`src/rtl/core_mc_ctrl.sv`:
```
`default_nettype none
// ============================================================================
// Module   : core_mc_ctrl
// Brief    : Multi-cycle control FSM for core_v1 (fetch/decode/exec/mem/wb,
//            memory handshake with wait-timeout, illegal-opcode trap).
// Revision : 1.0
// ============================================================================
module core_mc_ctrl #(
    parameter int MEM_TIMEOUT = 255,
    parameter int TMO_W       = 8
) (
    input  logic       clk,
    input  logic       rst,
    input  logic [6:0] opcode,
    input  logic [2:0] funct3,
    input  logic       mem_ready,
    input  logic       cmp_eq,
    input  logic       cmp_lt,
    output logic       mem_req,
    output logic       mem_we,
    output logic       addr_sel,
    output logic       ir_we,
    output logic       mdr_we,
    output logic       pc_we,
    output logic [1:0] pc_src,
    output logic       reg_we,
    output logic [1:0] wb_sel,
    output logic       alu_a_sel,
    output logic       alu_b_sel,
    output logic [1:0] alu_op_sel,
    output logic       instret,
    output logic       trap,
    output logic [1:0] trap_cause,
    output logic [2:0] state_o
);

    typedef enum logic [2:0] {
        S_FETCH  = 3'd0,
        S_DECODE = 3'd1,
        S_EXEC   = 3'd2,
        S_MEM    = 3'd3,
        S_WB     = 3'd4,
        S_TRAP   = 3'd7
    } state_t;

    typedef enum logic [3:0] {
        K_LUI, K_AUIPC, K_JAL, K_JALR, K_B, K_LOAD, K_STORE, K_I, K_R, K_ILL
    } kind_t;

    localparam logic [TMO_W-1:0] c_tmo = TMO_W'(MEM_TIMEOUT);

    state_t           r_state;
    state_t           w_next;
    kind_t            r_kind;
    kind_t            w_dec_kind;
    logic             r_taken;
    logic             w_taken;
    logic             w_f3_bad;
    logic [TMO_W-1:0] r_cnt;
    logic [1:0]       r_cause;
    logic [1:0]       w_cause;
    logic             w_wait;
    logic             w_tmo;

    always_comb begin
        w_dec_kind = K_ILL;
        case (opcode)
            7'b0110111: w_dec_kind = K_LUI;
            7'b0010111: w_dec_kind = K_AUIPC;
            7'b1101111: w_dec_kind = K_JAL;
            7'b1100111: w_dec_kind = K_JALR;
            7'b1100011: w_dec_kind = K_B;
            7'b0000011: w_dec_kind = K_LOAD;
            7'b0100011: w_dec_kind = K_STORE;
            7'b0010011: w_dec_kind = K_I;
            7'b0110011: w_dec_kind = K_R;
            default:    w_dec_kind = K_ILL;
        endcase
    end

    // funct3[0] inverts the sense; funct3[2] selects less-than over equality.
    assign w_taken  = funct3[0] ^ (funct3[2] ? cmp_lt : cmp_eq);
    assign w_f3_bad = (funct3[2:1] == 2'b01);

    assign w_wait = ((r_state == S_FETCH) || (r_state == S_MEM)) && !mem_ready;
    assign w_tmo  = w_wait && (r_cnt == c_tmo);

    always_comb begin
        w_next     = r_state;
        w_cause    = 2'd0;
        mem_req    = 1'b0;
        mem_we     = 1'b0;
        addr_sel   = 1'b0;
        ir_we      = 1'b0;
        mdr_we     = 1'b0;
        pc_we      = 1'b0;
        pc_src     = 2'd0;
        reg_we     = 1'b0;
        wb_sel     = 2'd0;
        alu_a_sel  = 1'b0;
        alu_b_sel  = 1'b0;
        alu_op_sel = 2'd0;
        instret    = 1'b0;
        trap       = 1'b0;
        trap_cause = r_cause;
        state_o    = r_state;

        case (r_state)
            S_FETCH: begin
                mem_req = 1'b1;
                ir_we   = mem_ready;
                if (mem_ready) begin
                    w_next = S_DECODE;
                end else if (w_tmo) begin
                    w_next  = S_TRAP;
                    w_cause = 2'd2;
                end
            end
            S_DECODE: begin
                if (w_dec_kind == K_ILL) begin
                    w_next  = S_TRAP;
                    w_cause = 2'd1;
                end else if (w_dec_kind == K_LUI) begin
                    w_next = S_WB;
                end else begin
                    w_next = S_EXEC;
                end
            end
            S_EXEC, S_MEM: begin
                // MEM keeps the EXEC operand selects so the address is stable.
                alu_a_sel = (r_kind == K_AUIPC);
                alu_b_sel = (r_kind == K_I) || (r_kind == K_AUIPC) || (r_kind == K_LOAD) ||
                            (r_kind == K_STORE) || (r_kind == K_JALR);
                if ((r_kind == K_R) || (r_kind == K_I)) begin
                    alu_op_sel = 2'd1;
                end else if (r_kind == K_B) begin
                    alu_op_sel = 2'd2;
                end
                if (r_state == S_EXEC) begin
                    if ((r_kind == K_B) && w_f3_bad) begin
                        w_next  = S_TRAP;
                        w_cause = 2'd1;
                    end else if ((r_kind == K_LOAD) || (r_kind == K_STORE)) begin
                        w_next = S_MEM;
                    end else begin
                        w_next = S_WB;
                    end
                end else begin
                    mem_req  = 1'b1;
                    addr_sel = 1'b1;
                    mem_we   = (r_kind == K_STORE);
                    mdr_we   = (r_kind == K_LOAD) && mem_ready;
                    if (mem_ready) begin
                        w_next = S_WB;
                    end else if (w_tmo) begin
                        w_next  = S_TRAP;
                        w_cause = 2'd2;
                    end
                end
            end
            S_WB: begin
                pc_we   = 1'b1;
                instret = 1'b1;
                if ((r_kind == K_JAL) || ((r_kind == K_B) && r_taken)) begin
                    pc_src = 2'd1;
                end else if (r_kind == K_JALR) begin
                    pc_src = 2'd2;
                end
                reg_we = (r_kind != K_B) && (r_kind != K_STORE);
                if (r_kind == K_LUI) begin
                    wb_sel = 2'd3;
                end else if (r_kind == K_LOAD) begin
                    wb_sel = 2'd1;
                end else if ((r_kind == K_JAL) || (r_kind == K_JALR)) begin
                    wb_sel = 2'd2;
                end
                w_next = S_FETCH;
            end
            S_TRAP: begin
                trap = 1'b1;
            end
            default: begin
                w_next = S_FETCH;
            end
        endcase

        // Reset masks every output, including a state that has not yet cleared.
        if (rst) begin
            mem_req    = 1'b0;
            mem_we     = 1'b0;
            addr_sel   = 1'b0;
            ir_we      = 1'b0;
            mdr_we     = 1'b0;
            pc_we      = 1'b0;
            pc_src     = 2'd0;
            reg_we     = 1'b0;
            wb_sel     = 2'd0;
            alu_a_sel  = 1'b0;
            alu_b_sel  = 1'b0;
            alu_op_sel = 2'd0;
            instret    = 1'b0;
            trap       = 1'b0;
            trap_cause = 2'd0;
            state_o    = 3'd0;
        end
    end

    always_ff @(posedge clk) begin
        if (rst) begin
            r_state <= S_FETCH;
            r_kind  <= K_ILL;
            r_taken <= 1'b0;
            r_cnt   <= '0;
            r_cause <= 2'd0;
        end else begin
            r_state <= w_next;
            if (r_state == S_DECODE) begin
                r_kind <= w_dec_kind;
            end
            if ((r_state == S_EXEC) && (r_kind == K_B)) begin
                r_taken <= w_taken;
            end
            if ((w_next != r_state) && ((w_next == S_FETCH) || (w_next == S_MEM))) begin
                r_cnt <= '0;
            end else if (w_wait && (r_cnt != c_tmo)) begin
                r_cnt <= r_cnt + 1'b1;
            end
            if ((w_next == S_TRAP) && (r_state != S_TRAP)) begin
                r_cause <= w_cause;
            end
        end
    end

endmodule
`default_nettype wire

```
`config.mk`:
```
export PLATFORM = sky130hd
export DESIGN_NAME = core_mc_ctrl
export DESIGN_NICKNAME = d
export VERILOG_FILES = /design/src/rtl/core_mc_ctrl.sv
export SDC_FILE = /design/constraint.sdc
export NUM_CORES = 1
export LEC_CHECK = 0
export BUFFER_PORTS_ARGS = -buffer_cell sky130_fd_sc_hd__buf_2
export CORE_MARGIN = 5
export CORE_UTILIZATION = 45
export CTS_CLUSTER_DIAMETER = 30
export CTS_CLUSTER_SIZE = 28
export DETAILED_ROUTE_END_ITERATION = 12
export GPL_TIMING_DRIVEN = 0
export PLACE_DENSITY = 0.68
export RECOVER_POWER = 25
export SYNTH_ARGS = -nofsm -noshare
export SYNTH_HDL_FRONTEND = slang
export SYNTH_SLANG_ARGS = --single-unit
```
`constraint.sdc`:
```
create_clock -name clk -period 3.65 [get_ports clk]
set_input_delay 0.73 -clock clk [delete_from_list [all_inputs] [get_ports clk]]
set_output_delay 0.73 -clock clk [all_outputs]
set_load 0.02 [all_outputs]
```
==> flow_summary_export.csv <==
group,metric,value,unit
logic_synthesis,synthesis.area,1470,sq um
logic_synthesis,async_flop_share,0,%
power,power,0.000555,W
place,place.gp.congestion,0.821,
cells_and_area,antenna-diode-count,0,
logic_synthesis,synth_warnings,0,
cells_and_area,drive_gt1_share,21.5,%
run,drv_cap,0,
detailed_routing,num_vias,1509,
clocking,clk_latency,290,ps
power,power.leakage,0.667,nW
timing,fmax,362,MHz
floorplan,die_h,67.1,um
worst_setup_path,r2r-start,"r_cnt[0]$_SDFFE_PP0P_",
logic_synthesis,ys_top_cells_by_area,"dfxtp_1 25%, xor2_1 6.0%, nor2b_1 4.7%, a211oi_1 4.1%, nand2_1 3.8%",
floorplan,core_area,3080,sq um
logic_synthesis,yosysUniqueCellTypes,53,
detailed_routing,postRouteAntennaNets,0,
cells_and_area,layout.cells.non_filler,267,
clocking,numCtsBuffers,3,
place,placed_area,1690,sq um
hold_path,hp-class,"flop to flop",
worst_setup_path,r2r-end,"r_cnt[0]$_SDFFE_PP0P_",
floorplan,initial_core_util,47.6,%
floorplan,io_pins,37,
timing,drv_slew,0,
floorplan,rows,20,
clocking,post-cts-setup-buffers,0,
timing,finalSetupTns,0,ps
grt,overflow,0,
clocking,cts_buffer_depth,2,
worst_setup_path,endpoint_kind,"output port",
clocking,clk_pin_slew,110,ps
run_status,outcome,"finished, final reports clean",
logic_synthesis,syn-mean-instance-area,7.93,sq um
cells_and_area,final_nets,240,
detailed_routing,firstDrtPassIters,4,
worst_setup_path,cp_max_fo,10,
place,dp.cells,263,
timing,hold_viol_final,0,
place,dp_hpwl,2.93,mm
clocking,ctsResizeCount,0,
place,io_buffers,34,
timing,rsz0062_at_grt,"no",
cells_and_area,stdcell_area,1710,sq um
clocking,holdBufCountCts,0,
worst_setup_path,reg2reg_setup_slack,1260,ps
detailed_routing,routed_wl,3.77,mm
timing,fin_crit_sh,75.6,%
worst_setup_path,critPathKind,"input port to output port",
logic_synthesis,synth_edf_count,0,
floorplan,fp.dieW,67.1,um
grt,grt_pass1_wl,6.28,mm
floorplan,die_area,4500,sq um
worst_setup_path,startpoint,"rst",
detailed_routing,avgRoutedWirePerCell,14.1,um
timing,worst_pin_slew,1010,ps
worst_setup_path,cp-start-kind,"input port",
timing,setup_viol,0,
logic_synthesis,synth_flop_cell,"dfxtp_1",
place,pre_cts_ws,925,ps
logic_synthesis,syn_inst,185,
power,p_per_area,324,nW/um^2
grt,grt_usage,17.6,%
grt,grt_pass1_vias,1393,
worst_setup_path,cp-endpoint,"mem_req",
power,ir_drop,0.203,mV
timing,setup_ws,889,ps
grt,grt_antenna_before_repair,0,
cells_and_area,n_fill_cell,317,
logic_synthesis,ys_seq_area_share,24.6,%
detailed_routing,vias_per_cell,5.65,
logic_synthesis,synth-seq-cells,18,
clocking,h-tree-depth,1,
clocking,cts_sinks,18,
worst_setup_path,worstRegToRegCells,6,
timing,timing.final.crit_period,2760,ps
grt,grt_max_degree,11,
cells_and_area,syn_to_final_growth,16.8,%
worst_setup_path,critPathArrivalTime,2030,ps
clocking,cts_root_buffer,"clkbuf_4",
detailed_routing,route.detailed.drc,0,
timing,skew,3.98,ps
logic_synthesis,syn_nets,201,
worst_setup_path,required,2920,ps
detailed_routing,drt-initial-drc-count,86,
logic_synthesis,yosysTopAreaCell,"dfxtp_1",
timing,worst_slew_margin_rel,32.3,%
clocking,cts_tree,"yes",
logic_synthesis,synth_top_area_share,24.6,%
where the power goes:
part           leakage (nW)  total (W)  switching, W  internal, W
logic                 0.501   0.000215      0.000138    0.0000770
registers             0.146   0.000216    0.00000873     0.000207
clock network        0.0210   0.000124     0.0000634    0.0000608
worst max-delay path: stages:
cell      delay [ps]
clkbuf_1         120
clkbuf_1         420
clkbuf_1         460
nor3_1           110
buf_2            180
synthesized netlist by cell type, types with 7 or more instances:
cell / instances
a21oi_1: 9
clkbuf_1: 8
nand2_1: 15
a211oi_1: 8
nor2b_1: 11
nor3_1: 7
nor2_1: 9
dfxtp_1: 18
nand2b_1: 9
xor2_1: 10
worst min path at each step:
stage	cells past startpoint	end	from	slack, ps
2_1_floorplan	2	r_cause[0]$_SDFFE_PP0P_	r_cause[0]$_SDFFE_PP0P_	420
3_3_place_gp	2	r_cause[0]$_SDFFE_PP0P_	r_cause[0]$_SDFFE_PP0P_	440
3_5_place_dp	2	r_cause[0]$_SDFFE_PP0P_	r_cause[0]$_SDFFE_PP0P_	450
4_1_cts	2	r_cause[0]$_SDFFE_PP0P_	r_cause[0]$_SDFFE_PP0P_	480
5_1_grt	2	r_cause[0]$_SDFFE_PP0P_	r_cause[0]$_SDFFE_PP0P_	500
6_report	2	r_cause[0]$_SDFFE_PP0P_	r_cause[0]$_SDFFE_PP0P_	470
sequential cells by signal, summed over array words and instances (netlist names):
signal,cells
r_state,3
r_taken,1
r_cause,2
r_cnt,8
r_kind,4
layer usage:
metal / global-route usage [%] / vias to the layer above / routed length (um)
met5: 0 / - / 0
met4: 3.80 / 0 / 34
met3: 2.36 / 5 / 237
met2: 28.5 / 47 / 1620
met1: 24.5 / 694 / 1870
li1: - / 763 / -
logic make-up (layout without fill, tap and decap cells):
family,Yosys count,in the layout,synth area share [%]
and+or+nand+nor,85,85,33.5
AOI/OAI and AO/OA,50,50,26.5
DFF,18,18,24.6
buffers and inverters,16,54,5.20
xor gates and xnor gates,11,11,6.57
muxes,4,4,2.73
adders and majority gates,1,1,0.853
through the flow:
stage	util, %	hold WS (ps)
2_1_floorplan	-	417
3_3_place_gp	55.0	441
3_5_place_dp	55.0	451
4_1_cts	56.1	479
5_1_grt	55.7	502
6_report	55.7	474
final cells by class:
class / instances / area, sq um / share of cell area, %
Tap cell: 44 / 55.1 / 3.21
Sequential cell: 18 / 360 / 21.0
Buffer: 12 / 61.3 / 3.58
Inverter: 4 / 15.0 / 0.877
Timing Repair Buffer: 34 / 166 / 9.72
Multi-Input combinational cell: 151 / 1020 / 59.5
Clock buffer: 4 / 36.3 / 2.12
layout by cell type, fill, tap and decap left out, types with 6 or more instances in the layout:
cell type   n
xor2_1     10
nand4_1     6
dfxtp_1    18
a211oi_1    8
nor3_1      8
o21ai_0     6
nand2_1    15
nor2b_1    11
nand2b_1    9
a21oi_1     9
nand3_1     6
nor2_1      9
buf_2      32
clkbuf_1   11
(Power assumes the default switching activity.)
